## src/rtl/hi_xcorr_sched.sv

```systemverilog
// hi_xcorr_sched: carrier settle / correlator measurement scheduler that streams I/Q reports to the ARM over SSP.
// Define HI_XCORR_SCHED_OVF_EN to enable the sticky overflow flag; otherwise overflow is tied low.

module hi_xcorr_sched #(
    parameter int SETTLE_CYCLES  = 256,
    parameter int WINDOW_REPORTS = 16,
    parameter int SSP_DIV        = 4
) (
    input  logic       ck_1356meg,
    input  logic       rst_n,
    input  logic       start,
    input  logic       snoop,
    input  logic       corr_valid,
    input  logic [7:0] corr_i,
    input  logic [7:0] corr_q,
    output logic       pwr_hi_en,
    output logic       corr_clr,
    output logic       ssp_clk,
    output logic       ssp_frame,
    output logic       ssp_din,
    output logic       busy,
    output logic       overflow
);
    localparam int SW = $clog2(SETTLE_CYCLES + 1);
    localparam int RW = $clog2(WINDOW_REPORTS + 1);
    localparam int DW = (SSP_DIV > 2) ? $clog2(SSP_DIV) : 1;

    typedef enum logic [1:0] {IDLE, SETTLE, MEASURE, DRAIN} state_t;

    state_t        state_q, state_d;
    logic          snoop_l_q, snoop_l_d;
    logic [SW-1:0] settle_cnt_q, settle_cnt_d;
    logic [RW-1:0] rpt_cnt_q, rpt_cnt_d;
    logic [15:0]   fifo_q [4];
    logic [15:0]   fifo_d [4];
    logic [1:0]    wr_ptr_q, wr_ptr_d, rd_ptr_q, rd_ptr_d;
    logic [2:0]    fifo_cnt_q, fifo_cnt_d;
    logic          ser_busy_q, ser_busy_d;
    logic [15:0]   shreg_q, shreg_d;
    logic [3:0]    bit_idx_q, bit_idx_d;
    logic [DW-1:0] div_cnt_q, div_cnt_d;
    logic          pwr_q, pwr_d, clr_q, clr_d, busy_q, busy_d;
    logic          sclk_q, sclk_d, sfrm_q, sfrm_d, sdin_q, sdin_d;
    logic          accept, ser_last, pop, push;

    // The serializer may reload during the final cycle of bit 0 so words stream with no gap.
    assign accept   = (state_q == MEASURE) && corr_valid && !clr_q;
    assign ser_last = ser_busy_q && (bit_idx_q == 4'd0) && (div_cnt_q == DW'(SSP_DIV - 1));
    assign pop      = (!ser_busy_q || ser_last) && (fifo_cnt_q != 3'd0);
    assign push     = accept && ((fifo_cnt_q != 3'd4) || pop);

    always_comb begin
        state_d      = state_q;
        snoop_l_d    = snoop_l_q;
        settle_cnt_d = settle_cnt_q;
        rpt_cnt_d    = rpt_cnt_q;
        case (state_q)
            IDLE: if (start) begin
                state_d      = SETTLE;
                snoop_l_d    = snoop;
                settle_cnt_d = '0;
                rpt_cnt_d    = '0;
            end
            SETTLE: begin
                if (settle_cnt_q == SW'(SETTLE_CYCLES - 1)) state_d = MEASURE;
                else settle_cnt_d = settle_cnt_q + SW'(1);
            end
            MEASURE: if (accept) begin
                rpt_cnt_d = rpt_cnt_q + RW'(1);
                if (rpt_cnt_q == RW'(WINDOW_REPORTS - 1)) state_d = DRAIN;
            end
            DRAIN: if ((fifo_cnt_q == 3'd0) && !ser_busy_q) state_d = IDLE;
            default: state_d = IDLE;
        endcase
    end

    always_comb begin
        fifo_d     = fifo_q;
        wr_ptr_d   = wr_ptr_q;
        rd_ptr_d   = rd_ptr_q;
        fifo_cnt_d = fifo_cnt_q;
        if (push) begin
            fifo_d[wr_ptr_q] = {corr_i, corr_q};
            wr_ptr_d         = wr_ptr_q + 2'd1;
        end
        if (pop) rd_ptr_d = rd_ptr_q + 2'd1;
        case ({push, pop})
            2'b10:   fifo_cnt_d = fifo_cnt_q + 3'd1;
            2'b01:   fifo_cnt_d = fifo_cnt_q - 3'd1;
            default: fifo_cnt_d = fifo_cnt_q;
        endcase
    end

    always_comb begin
        ser_busy_d = ser_busy_q;
        shreg_d    = shreg_q;
        bit_idx_d  = bit_idx_q;
        div_cnt_d  = div_cnt_q;
        if (pop) begin
            ser_busy_d = 1'b1;
            shreg_d    = fifo_q[rd_ptr_q];
            bit_idx_d  = 4'd15;
            div_cnt_d  = '0;
        end else if (ser_busy_q) begin
            if (div_cnt_q == DW'(SSP_DIV - 1)) begin
                div_cnt_d = '0;
                shreg_d   = {shreg_q[14:0], 1'b0};
                if (bit_idx_q == 4'd0) ser_busy_d = 1'b0;
                else bit_idx_d = bit_idx_q - 4'd1;
            end else begin
                div_cnt_d = div_cnt_q + DW'(1);
            end
        end
    end

    // Outputs are registered from next-state values so they line up with the state they describe.
    always_comb begin
        pwr_d  = ((state_d == SETTLE) || (state_d == MEASURE)) && !snoop_l_d;
        clr_d  = (state_q == SETTLE) && (state_d == MEASURE);
        busy_d = (state_d != IDLE);
        sdin_d = ser_busy_d && shreg_d[15];
        sclk_d = ser_busy_d && (div_cnt_d >= DW'(SSP_DIV / 2));
        sfrm_d = ser_busy_d && ((bit_idx_d == 4'd15) || (bit_idx_d == 4'd7));
    end

    always_ff @(posedge ck_1356meg or negedge rst_n) begin
        if (!rst_n) begin
            state_q      <= IDLE;
            snoop_l_q    <= 1'b0;
            settle_cnt_q <= '0;
            rpt_cnt_q    <= '0;
            for (int i = 0; i < 4; i++) fifo_q[i] <= '0;
            wr_ptr_q     <= '0;
            rd_ptr_q     <= '0;
            fifo_cnt_q   <= '0;
            ser_busy_q   <= 1'b0;
            shreg_q      <= '0;
            bit_idx_q    <= '0;
            div_cnt_q    <= '0;
            pwr_q        <= 1'b0;
            clr_q        <= 1'b0;
            busy_q       <= 1'b0;
            sclk_q       <= 1'b0;
            sfrm_q       <= 1'b0;
            sdin_q       <= 1'b0;
        end else begin
            state_q      <= state_d;
            snoop_l_q    <= snoop_l_d;
            settle_cnt_q <= settle_cnt_d;
            rpt_cnt_q    <= rpt_cnt_d;
            fifo_q       <= fifo_d;
            wr_ptr_q     <= wr_ptr_d;
            rd_ptr_q     <= rd_ptr_d;
            fifo_cnt_q   <= fifo_cnt_d;
            ser_busy_q   <= ser_busy_d;
            shreg_q      <= shreg_d;
            bit_idx_q    <= bit_idx_d;
            div_cnt_q    <= div_cnt_d;
            pwr_q        <= pwr_d;
            clr_q        <= clr_d;
            busy_q       <= busy_d;
            sclk_q       <= sclk_d;
            sfrm_q       <= sfrm_d;
            sdin_q       <= sdin_d;
        end
    end

    assign pwr_hi_en = pwr_q;
    assign corr_clr  = clr_q;
    assign busy      = busy_q;
    assign ssp_clk   = sclk_q;
    assign ssp_frame = sfrm_q;
    assign ssp_din   = sdin_q;

`ifdef HI_XCORR_SCHED_OVF_EN
    logic ovf_q, ovf_d;

    // Sticky until the next accepted start; only a report that could not enter the FIFO sets it.
    always_comb begin
        ovf_d = ovf_q;
        if ((state_q == IDLE) && start) ovf_d = 1'b0;
        else if (accept && !push) ovf_d = 1'b1;
    end

    always_ff @(posedge ck_1356meg or negedge rst_n) begin
        if (!rst_n) ovf_q <= 1'b0;
        else ovf_q <= ovf_d;
    end

    assign overflow = ovf_q;
`else
    assign overflow = 1'b0;
`endif

endmodule
```

## config.mk

```make
export PLATFORM = sky130hd
export DESIGN_NAME = hi_xcorr_sched
export DESIGN_NICKNAME = d
export VERILOG_FILES = /design/src/rtl/hi_xcorr_sched.sv
export SDC_FILE = /design/constraint.sdc
export NUM_CORES = 1
export LEC_CHECK = 0
export CAP_MARGIN = 20
export CORE_MARGIN = 4
export CORE_UTILIZATION = 61
export CTS_CLUSTER_SIZE = 24
export DETAILED_ROUTE_END_ITERATION = 10
export GPL_ROUTABILITY_DRIVEN = 1
export PLACE_DENSITY = 0.79
export SLEW_MARGIN = 15
export SYNTH_ARGS = -nofsm -noshare
export SYNTH_HDL_FRONTEND = slang
export SYNTH_SLANG_ARGS = --single-unit
```

## constraint.sdc

```tcl
create_clock -name ck_1356meg -period 6.1 [get_ports ck_1356meg]
set_clock_uncertainty 0.05 [all_clocks]
set_input_delay 1.22 -clock ck_1356meg [delete_from_list [all_inputs] [get_ports ck_1356meg]]
set_output_delay 1.22 -clock ck_1356meg [all_outputs]
set_load 0.005 [all_outputs]
```

==> results summary, run 1 <==
The flow ran to the end, and the final reports show no timing, DRC or antenna violations. The global placer's final weighted congestion is about 0.76. The highest cell delay on the worst timing path is 0.89 ns.

The vias after detailed routing is 3375. The data required time at the worst endpoint is 6.46 ns. The core region is 9200 um2. The clock drives between 100 and 150 sinks.

In this run, CTS created clock tree buffers numbering 17. The total standard cell area after synthesis came out at 5730 um2. After detailed routing, the number of vias per cell comes to 6.05.

The leakage power summed over all cells is about 0.0032 uW. The number of inserted diodes came out at 0. The critical path goes through clkdlybuf4s50_1 > nand4bb_4 > a41oi_4 > and2_1 > mux2_2.

The number of design-rule violations left by the first detailed-router iteration is 128. Setup repair after global routing left no endpoint under its margin. The cell depth of the worst min-delay path is 1. The highest metal layer with signal wires is met4. The endpoint of the worst hold-timing path is shreg_q[4].

The die is 105 um wide. After detailed routing, the number of remaining DRC violations is 0. The fraction of power consumed by sequential logic came out at 42.1%.

The worst reg2reg path depth is 6. The deepest clock path buffer count came out at 2. The worst register-to-register path ends at fifo_q[0].

Of all nets on the critical path, the largest fanout is 16. The critical path buffer and inverter count came out at 1. For this design, the slowest cell found on the critical path is sky130_fd_sc_hd__and2_1. The worst setup path is launched from an input port. The count of maximum capacitance violations came out at 0.

The number of setup buffers added after CTS came out at 0. Net switching is approximately a quarter of the power. The total number of placement rows is 35. The post-detailed-placement cell area is ~6000 um2.

Detailed routing placed a total of ~380 um of wire on met3. The power density of the placed cells came out at slightly above 300 nW/um2. The area of the die came out at around 11000 um2. After clock tree synthesis, the clock-pin slew on the worst setup and hold paths is approximately 0.06 ns.

The total nets after synthesis is roughly 440. The wire length on met1 is 4.94 mm. The cell-internal power is ~1500 uW. The initial antenna violation count came out at 0. The sum of negative setup slack is 0 ns. The slew at the pin closest to its max-slew limit came out at around 1.1 ns. The fraction of the cycle the final worst path needs came out at 51.8%.

The largest net degree at the start of global routing is 70. Derived from the worst setup path, the maximum achievable clock frequency is approximately 0.32 GHz. The type of the setup path with the least slack is in2reg. In this run the vertical extent of the chip is ~100 um. Combinational logic is responsible for just under 7% of the overall power.

The shortest period the worst path allows came out at about 3.2 ns. The reg-to-reg critical path startpoint is bit_idx_q[1]. IR analysis of the VDD net gives a maximum drop of 0.187 mV. The cell family with the largest share of critical-path delay is simple AND/OR/NAND/NOR gates.

The number of hold violations in the final report was 0. The share of flip-flops with an asynchronous set or reset came out at 100%. The via count of the first global-routing pass came to between 3000 and 4000. The met2 routed wirelength came out at about 5.6 mm. The gate count after technology mapping is between 400 and 500.

The number of ports placed on the die boundary came out at 28. The count of flip-flops with a built-in enable after synthesis is 0. The area added between synthesis and finish came out at 14.4%. STA classifies the critical path endpoint as a register. The H-tree depth reported by CTS came out at 4. The warning count from the yosys run came out at 0. The flop-to-flop setup slack is approximately 3.3 ns. Counting flops and latches in the post-synthesis netlist gives 117. The clock tree from TritonCTS is built. The arrival time at the worst endpoint is between 3 and 4 ns. The clock insertion delay at the later pin of the skew report came out at 0.53 ns.

The wire-length estimate of the detail-placed layout is 6.82 mm. The net count of the finished layout is roughly 470. The register area share after synthesis came out at roughly half.

The relative max-transition margin came out at between 20% and 30%. The all-layer global routing usage is approximately 22%. The average wire per cell in the routed design came out at approximately 20 um. In this run, post-CTS repair resized a total of 0 instances. The switching power total came out at just under 500 uW. The number of buffers inserted by port buffering came out at 26.

The mean instance size in the synthesized netlist came out at between 10 and 15 um2. For this design, the CTS-stage hold fixing added 0 buffers. The first detailed-routing pass took 4 iterations. The final layout contains routed wiring with a total length of 11.2 mm. In this run the remaining antenna-violating nets after routing total 0. Once the floorplan was initialized, standard cells occupied 62.3% of the core.

The cell area after layout is about 6600 um2. The hold path startpoint is shreg_q[3]. The global route total overflow is 0. In the final layout, the share of cells above drive strength 1 is between 20% and 30%. The tree is rooted in a sky130_fd_sc_hd__clkbuf_8. The part of the power in the clock network came out at between 50 and 60%. The first global-routing pass estimated 19.0 mm of wire. Setup violations remaining at the end of the flow were counted as 0. The hold slack came out at around 0.43 ns. The filler cell count is 603. The distinct cell type count after synthesis came out at 56. In this run the worst hold path is classified as reg2reg. The most used flip-flop cell after synthesis is sky130_fd_sc_hd__dfrtp_1. The final-report max-slew violation count came out at 0.
==> synth_stat cells, types with 4 or more instances <==
master	number	share of area [%]
sky130_fd_sc_hd__a21o_1	14	1.8
sky130_fd_sc_hd__a21oi_1	4	0.35
sky130_fd_sc_hd__a22o_1	20	3.1
sky130_fd_sc_hd__and2_1	6	0.66
sky130_fd_sc_hd__buf_12	4	1.4
sky130_fd_sc_hd__buf_2	8	0.70
sky130_fd_sc_hd__buf_6	4	0.79
sky130_fd_sc_hd__dfrtp_1	117	51
sky130_fd_sc_hd__ha_1	12	2.6
sky130_fd_sc_hd__inv_1	13	0.85
sky130_fd_sc_hd__mux2_2	27	5.3
sky130_fd_sc_hd__mux2_4	40	10
sky130_fd_sc_hd__mux4_2	16	6.3
sky130_fd_sc_hd__nand2_1	19	1.2
sky130_fd_sc_hd__nand3_1	5	0.44
sky130_fd_sc_hd__nor2_1	24	1.6
sky130_fd_sc_hd__nor4_1	4	0.44
sky130_fd_sc_hd__o21ai_0	6	0.52
sky130_fd_sc_hd__xnor2_1	11	1.7
sky130_fd_sc_hd__xor2_1	4	0.61
==> placed cells by master (no fill, tap or decap), types with 2 or more instances in the layout <==
cell type                         instances
sky130_fd_sc_hd__nor3_1                   3
sky130_fd_sc_hd__nand3_1                  5
sky130_fd_sc_hd__a2bb2oi_1                2
sky130_fd_sc_hd__o21ai_0                  6
sky130_fd_sc_hd__nand4_1                  2
sky130_fd_sc_hd__clkinvlp_4               5
sky130_fd_sc_hd__nor2_1                  24
sky130_fd_sc_hd__nor3b_1                  2
sky130_fd_sc_hd__a21o_1                  14
sky130_fd_sc_hd__mux2_4                  40
sky130_fd_sc_hd__a22o_1                  20
sky130_fd_sc_hd__and2_1                   6
sky130_fd_sc_hd__mux2i_1                  3
sky130_fd_sc_hd__mux4_2                  16
sky130_fd_sc_hd__and4bb_2                 2
sky130_fd_sc_hd__dfrtp_1                117
sky130_fd_sc_hd__nor4_1                   4
sky130_fd_sc_hd__inv_6                    2
sky130_fd_sc_hd__and3_1                   2
sky130_fd_sc_hd__clkbuf_8                 2
sky130_fd_sc_hd__o21a_1                   2
sky130_fd_sc_hd__inv_1                   13
sky130_fd_sc_hd__mux2_2                  27
sky130_fd_sc_hd__nand4bb_4                2
sky130_fd_sc_hd__bufinv_16                3
sky130_fd_sc_hd__clkinv_4                 3
sky130_fd_sc_hd__ha_1                    12
sky130_fd_sc_hd__a31o_2                   2
sky130_fd_sc_hd__nand2_1                 19
sky130_fd_sc_hd__xor2_1                   4
sky130_fd_sc_hd__xnor2_1                 11
sky130_fd_sc_hd__a21oi_1                  4
sky130_fd_sc_hd__clkbuf_16               16
sky130_fd_sc_hd__clkdlybuf4s50_1         25
sky130_fd_sc_hd__buf_4                    2
==> state kept, by name, indices dropped and copies added (netlist names), 2 cells and up <==
register and count:
div_cnt_q 2, rd_ptr_q 2, fifo_cnt_q 3, shreg_q 16
bit_idx_q 4, rpt_cnt_q 5, state_q 2, fifo_q 64
settle_cnt_q 9, wr_ptr_q 2
==> through the flow <==
step	cells	util (%)	power [uW]	setup slack, ns
floorplan	409	-	934	3.39
global placement	525	64.5	983	2.43
detailed placement	526	64.7	993	2.39
CTS	558	71.3	2010	2.93
global route	558	71.3	2070	2.84
finish	558	71.3	2000	2.94
==> cell type report <==
cell class | count | area [um2] | share of cell area, %
Sequential cell | 117 | 2930 | 44.7
Tap cell | 111 | 139 | 2.12
Inverter | 13 | 48.8 | 0.744
Multi-Input combinational cell | 257 | 2550 | 39.0
Timing Repair Buffer | 28 | 280 | 4.28
Clock buffer | 18 | 428 | 6.53
Clock inverter | 14 | 176 | 2.69
==> logic make-up (layout without fill, tap and decap cells) <==
| group | count (synthesis) | in the layout | synth area share [%] |
|---|---|---|---|
| muxes | 86 | 86 | 22.6 |
| buffers and inverters | 35 | 73 | 4.28 |
| and+or+nand+nor | 77 | 77 | 7.58 |
| DFF | 117 | 117 | 51.1 |
| xor gates and xnor gates | 15 | 15 | 2.29 |
| other | 1 | 1 | 0.0655 |
| AOI/OAI and AO/OA | 65 | 65 | 9.09 |
| adders and majority gates | 13 | 13 | 2.97 |
==> worst max path at each step <==
stage / endpoint / depth (start not counted) / slack (ns) / start
3_3_place_gp: fifo_q[16] / 5 / 2.43 / corr_valid
6_report: fifo_q[0] / 5 / 2.94 / corr_valid
5_1_grt: fifo_q[20] / 5 / 2.84 / corr_valid
3_5_place_dp: fifo_q[16] / 5 / 2.39 / corr_valid
2_1_floorplan: fifo_cnt_q[2] / 7 / 3.39 / corr_valid
4_1_cts: fifo_q[19] / 5 / 2.93 / corr_valid
==> routing by layer <==
metal	up-vias	global-route usage (%)
met2	60	35.7
met5	-	0
li1	1534	-
met4	0	8.81
met3	17	5.99
met1	1764	29.1
==> power groups by stage <==
stage	sequential (uW)	clock (uW)	combinational, uW
after detailed placement	855	0	139
after floorplan	846	0	87.5
after CTS	842	1030	140
after global placement	853	0	130
after global routing	846	1060	158
final	841	1020	138
No activity file was read; power rests on OpenSTA's default activity.
==> run 2, diff against run 1 <==
CORE_UTILIZATION = 60   (was 61)
PLACE_DENSITY = 0.77   (was 0.79)
clock period = 3.1 ns   (was 6.1 ns; I/O delays follow)
==> results summary, run 2 (synthesized netlist as in run 1, its figures left out) <==
The flow ran to the end, and the final reports show no timing, DRC or antenna violations. The met2 routed wirelength is 5.29 mm (-6.4%). The part of the power in the clock network is 49.9% (-1.0 points).

In this run the clock root is driven by a sky130_fd_sc_hd__clkbuf_8. The detailed router used layers up to and including met4. The largest individual stage delay along the critical path comes from the cell sky130_fd_sc_hd__dfrtp_1.

The data required time at the worst endpoint is 3.46 ns (-3.00 ns). The average wire per cell in the routed design is 18.2 um (-9.1%). The relative max-transition margin was 42.9% (+14 points). The wire length of the first global-routing pass came out at 18.2 mm (-4.3%). The number of failing setup endpoints in the final timing report came out at 0 (unchanged). The worst setup path is of the reg2reg kind. The area added between synthesis and finish is 16.2%. The fraction of layout cells with a size suffix above 1 is 30.3% (+1.5 points).

The global placer's final weighted congestion is 0.813 (+6.5%). The arrival time at the worst endpoint is 2.70 ns (-0.82 ns). The switching share of power came out at 22.6% (-1.5 points). The die width came out at 106 um (+0.77%). TritonCTS built the clock tree. Of the available clock period, the critical path in the final layout requires between 70% and 80%. The area of the die is 11200 um2 (+1.5%). The final-report max-slew violation count came to 0 (unchanged).

The CTS buffer count is 17 (unchanged). The via count of the first global-routing pass is 3561 (-4.7%). The deepest clock path buffer count came out at 2 (unchanged). The number of hold violations in the final report came to 0 (unchanged).

The wire length on met1 is 4.96 mm (+0.32%). The number of clock sinks is 117 (unchanged). The H-tree depth reported by CTS was 4 (unchanged). The global route total overflow was 0 (unchanged). The clock insertion delay at the later pin of the skew report is 0.51 ns (-0.02 ns). The worst setup path is captured at a register. The signal on the critical path passes through ha_1 > nand3_1 > nor2_1 > ha_1 > a21oi_1 > a21oi_1 > nor2_1 > o21ai_0 > ha_1 > inv_1 > nor2_1.

The maximum achievable frequency came out at ~0.43 GHz. The all-layer global routing usage is 20.8% (-1.5 points). The leakage power summed over all cells was 0.00322 uW (+2.3%). The highest cell delay on the worst timing path came out at 0.40 ns (-0.49 ns). In the final layout, the registers with the most flip-flops are fifo_q x64, shreg_q x16, settle_cnt_q x9. The total number of placement rows came out at 35 (unchanged).

The starting density of the core was 61.7% (-0.59 points). The final net count came out at 480 (+2.6%). The sum of negative setup slack came out at 0 ns (unchanged). The vias after detailed routing came to 3361 (-0.41%). The mean number of vias per cell is 5.73 (-5.3%).

The slew at the pin closest to its max-slew limit is 0.857 ns (-0.208 ns). The cell-internal power is 2970 uW (+96%). The fraction of power consumed by sequential logic is 43.1% (+1.0 points). The initial antenna violation count is 0 (unchanged).

The number of setup buffers added after CTS came out at 0 (unchanged). The power density of the placed cells is 577 nW/um2 (+90%). The count of maximum capacitance violations was 0 (unchanged).

The worst voltage drop across the vdd grid was 0.510 mV (+170%). The number of ports placed on the die boundary came out at 28 (unchanged). The register with the most flip-flops in the final layout is fifo_q. Setup repair after global routing left no endpoint under its margin.

The number of buffers inserted by port buffering is 26 (unchanged). The shortest period the worst path allows is 2.34 ns. The part of the total power dissipated in combinational logic is 7.0% (about the same). Leaving out fill and tap cells, the most frequent cell in the layout is sky130_fd_sc_hd__dfrtp_1.

The total placed cells including tap cells is 555 (+5.5%). The post-route DRC violation count is 0 (unchanged). The number of design-rule violations left by the first detailed-router iteration is 143 (+12%). The top fanout value on the critical path is 7 (-9). The number of nets with antenna violations after routing came out at 0 (unchanged). The detailed-placement wirelength estimate came out at 6.97 mm (+2.3%). The switching power total is 868 uW (+81%).

The total wirelength of the detailed-routed design came out at 10.7 mm (-4.3%). The largest net degree at the start of global routing is 63 (-10%). The register clock-pin slew on the reported worst setup and hold paths is 0.06 ns (about the same). The number of standard cells in the layout, taps in and fillers out is 587 (+5.2%). The core area is 9280 um2 (+0.95%). In the layout the commonest cells are 117 x sky130_fd_sc_hd__dfrtp_1, 40 x sky130_fd_sc_hd__mux2_4, 27 x sky130_fd_sc_hd__mux2_2.

The number of inserted diodes came to 0 (unchanged). The overall die height came out at 106 um (+0.77%). The number of iterations in the first detailed-routing pass was 4 (unchanged). The type of origin of the critical path is a register. The flip-flop count of the largest register after layout came out at 64 (unchanged).

The type of the worst min-delay path is reg2reg. The sum of met3 wire segment lengths after detailed routing came out at 350 um (-7.2%).
-- run 2: power by group through the flow --
stage | Sequential, uW | Combinational (uW) | Clock [uW]
after floorplan | 1660 | 172 | 0
after global placement | 1680 | 261 | 0
after detailed placement | 1680 | 274 | 0
after CTS | 1660 | 274 | 1940
after global routing | 1670 | 305 | 2010
final | 1660 | 269 | 1920
-- run 2: through the flow --
| step | utilization [%] | power (uW) | hold WS (ns) | cell area [um2] | setup WS (ns) |
|---|---|---|---|---|---|
| after floorplan | - | 1840 | 0.274 | 5730 | 0.799 |
| after global placement | 65.3 | 1940 | 0.409 | 6060 | 0.520 |
| after detailed placement | 65.3 | 1960 | 0.416 | 6060 | 0.474 |
| after CTS | 71.7 | 3870 | 0.428 | 6650 | 0.746 |
| after global routing | 71.7 | 3990 | 0.459 | 6650 | 0.529 |
| final | 71.7 | 3840 | 0.435 | 6650 | 0.757 |
-- run 2: final cells by class --
class | instances | area [um2]
Sequential cell | 117 | 2930
Fill cell | 617 | 2630
Multi-Input combinational cell | 257 | 2550
Clock buffer | 22 | 483
Timing Repair Buffer | 40 | 378
Tap cell | 129 | 161
Clock inverter | 9 | 100
Inverter | 13 | 48.8
-- run 2: path summary, 6_finish.rpt --
path	startpoint	cells after the start	slack [ns]	to
worst max-delay path	settle_cnt_q[1]	11	0.76	pwr_hi_en
worst min-delay path	rpt_cnt_q[4]	2	0.43	rpt_cnt_q[4]
worst max register to register	settle_cnt_q[1]	11	0.76	pwr_hi_en
worst min register to register	rpt_cnt_q[4]	2	0.43	rpt_cnt_q[4]
max in group asynchronous	rst_n	3	1.76	fifo_q[18]
min in group asynchronous	rst_n	2	0.49	settle_cnt_q[0]
-- run 2: per-layer routing --
metal / track usage (%) / vias up
met4: 5.00 / 0
met3: 6.06 / 8
met1: 27.8 / 1732
li1: - / 1558
met2: 33.9 / 63
met5: 0 / -
-- run 2: worst max-delay path, delay by kind of cell (launching register included) --
family / cells / cell delay (ns)
AOI/OAI and AO/OA: 3 / 0.59
and+or+nand+nor: 4 / 0.32
buffers and inverters: 1 / 0.07
adders and majority gates: 3 / 0.80
DFF: 1 / 0.40
-- run 2: repair_timing --
action | 4_1_cts | 5_1_grt
gates resized for setup | 0 | 0
hold buffers | 1 | 0
hold endpoints to repair | 19 | 0
==> run 3, diff against run 2 <==
CORE_UTILIZATION = 54   (was 60)
PLACE_DENSITY = 0.74   (was 0.77)
clock period = 2 ns   (was 3.1 ns; I/O delays follow)
==> results summary, run 3 (synthesized netlist as in run 1, its figures left out) <==
Setup repair after global routing could not meet its margin everywhere. The clock root buffer master is sky130_fd_sc_hd__clkbuf_8. The final core utilization came to 70.0% (-1.7 points).

The global placer's final weighted congestion is 0.793 (-2.4%). The maximum achievable frequency came out at 0.496 GHz (+16%). The number of inserted diodes is 0 (unchanged). The flip-flop count of the largest register after layout was 64 (unchanged). The cell area after layout came out at 7220 um2 (+8.5%). The relative max-transition margin is 39.0% (-3.9 points).

The fraction of the cycle the final worst path needs was 101% (+25 points). The clock insertion delay at the later pin of the skew report came out at 0.50 ns (about the same). The H-tree depth reported by CTS is 4 (unchanged). The vias after detailed routing came to 3622 (+7.8%). The via count of the first global-routing pass is 3983 (+12%).

The number of nets with antenna violations after routing is 0 (unchanged). The filler cell count is 704 (+14%). The arrival time at the worst endpoint is 2.36 ns (-0.34 ns). The average wire per cell in the routed design came to 18.9 um (+3.8%).

The all-layer global routing usage came out at 20.1% (-0.70 points). The checks that failed: negative setup slack. The run finished, with violations left. The register clock-pin slew on the reported worst setup and hold paths came out at 0.06 ns (about the same). The number of buffers inserted by port buffering is 26 (unchanged). The final-report max-slew violation count is 0 (unchanged). The number of iterations in the first detailed-routing pass came to 4 (unchanged). The leakage power summed over all cells is 0.00345 uW (+7.1%). The post-route total power came out at 6200 uW (+61%).

The wire length of the first global-routing pass is 19.8 mm (+8.9%). The total number of placement rows came out at 37 (+5.7%). The number of design-rule violations left by the first detailed-router iteration came out at 226 (+58%).

The number of ports placed on the die boundary came out at 28 (unchanged). STA classifies the critical path endpoint as a register. The shortest period the worst path allows came out at 2.02 ns (-0.325 ns).

The count of maximum capacitance violations came out at 0 (unchanged). The deepest clock path buffer count is 2 (unchanged). The overall die height is 111 um (+5.0%). The die width came out at 111 um (+5.0%). The data required time at the worst endpoint is 2.35 ns (-1.11 ns). The hold slack is 0.277 ns (-0.157 ns). The core area is 10300 um2 (+11%).

The number of clock sinks came out at 117 (unchanged). The post-detailed-placement cell area is 6410 um2 (+5.7%). The number of hold violations in the final report is 0 (unchanged). The largest net degree at the start of global routing came out at 51 (-19%). The power density of the placed cells came out at 859 nW/um2 (+49%). Leaving out fill and tap cells, the most frequent cells in the layout are 117 x sky130_fd_sc_hd__dfrtp_1, 45 x sky130_fd_sc_hd__buf_4, 41 x sky130_fd_sc_hd__mux2_4.

The mean number of vias per cell came to 5.71 (-0.22%). The worst voltage drop across the vdd grid came to 0.548 mV (+7.5%). The setup slack after layout was -0.0180 ns (-0.775 ns). The detailed-placement wirelength estimate is 7.72 mm (+11%). The setup slack after placement came out at -0.306 ns (-0.780 ns).

The tightest min-delay check is of the in2async type. fifo_q holds more flip-flops than any other register. The CTS buffer count is 17 (unchanged). The top fanout value on the critical path is 2 (-5). The slew at the pin closest to its max-slew limit came out at 0.913 ns (+0.0560 ns). The area of the die came out at 12300 um2 (+10%). The number of failing setup endpoints in the final timing report came out at 1 (+1). The total wirelength of the detailed-routed design was 12.0 mm (+12%). The global route total overflow is 0 (unchanged). The starting density of the core is 55.5% (-6.2 points). The post-route DRC violation count is 0 (unchanged). The final net count is 519 (+8.1%). Leaving out fill and tap cells, the most frequent cell in the layout is sky130_fd_sc_hd__dfrtp_1.

The area added between synthesis and finish is 26.1%. TritonCTS built the clock tree. The largest registers in the layout are fifo_q x64, shreg_q x16, settle_cnt_q x9. The worst setup path is launched from a register. The fraction of layout cells with a size suffix above 1 is 42.2% (+12 points). The type of the setup path with the least slack is reg2reg. The initial antenna violation count came out at 0 (unchanged).
-- run 3: layer usage --
layer	track usage [%]	share of wire [%]	vias up
met3	4.86	3.1	15
li1	-	-	1644
met4	6.16	1.1	0
met2	35.1	53	57
met5	0	0	-
met1	24.8	43	1906
-- run 3: worst paths after layout --
check                           slack (ns)       startpoint  depth (start not counted)         endpoint
worst min register to register        0.43      shreg_q[12]                          1      shreg_q[13]
max in group asynchronous             1.05            rst_n                          3     bit_idx_q[1]
worst min-delay path                  0.28            rst_n                          2  settle_cnt_q[2]
worst max register to register       -0.02  settle_cnt_q[1]                         11        pwr_hi_en
worst max-delay path                 -0.02  settle_cnt_q[1]                         11        pwr_hi_en
min in group ck_1356meg               0.43      shreg_q[12]                          1      shreg_q[13]
-- run 3: repair_timing --
action,4_1_cts,5_1_grt
gates resized for setup,16,14
setup buffers,2,4
hold endpoints to repair,37,0
hold buffers,1,0
pin swaps,8,11
endpoints found under the setup margin,76,43
gates cloned,0,2
-- run 3: metrics by stage --
| step | cells | setup TNS [ns] |
|---|---|---|
| after global routing | 634 | -1.03 |
| after floorplan | 409 | -0.0188 |
| after detailed placement | 593 | -18.15 |
| after CTS | 628 | -0.00472 |
| after global placement | 593 | -15.80 |
| final | 634 | -0.0180 |
-- run 3: where the power goes --
part	leakage, uW	internal, uW	switching, uW	total [uW]
Clock	0.000293	1960	1080	3030
Combinational	0.00159	340	293	633
Sequential	0.00156	2470	68.1	2540
-- run 3: layout make-up --
class,instances,area [um2],share of cell area (%)
Sequential cell,117,2930,40.5
Multi-Input combinational cell,257,2720,37.6
Timing Repair Buffer,79,759,10.5
Clock buffer,19,442,6.12
Tap cell,136,170,2.36
Clock inverter,13,156,2.17
Inverter,13,48.8,0.676
-- run 3: worst max-delay path: stages, from the launching register on --
cell                      delay [ns]
sky130_fd_sc_hd__dfrtp_1        0.36
sky130_fd_sc_hd__ha_2           0.20
sky130_fd_sc_hd__nand3_2        0.09
sky130_fd_sc_hd__nor2_2         0.12
sky130_fd_sc_hd__ha_2           0.23
sky130_fd_sc_hd__a21oi_4        0.08
sky130_fd_sc_hd__a21oi_4        0.16
sky130_fd_sc_hd__nor2_2         0.07
sky130_fd_sc_hd__o21ai_2        0.17
sky130_fd_sc_hd__ha_1           0.27
sky130_fd_sc_hd__inv_1          0.07
sky130_fd_sc_hd__nor2_2         0.04
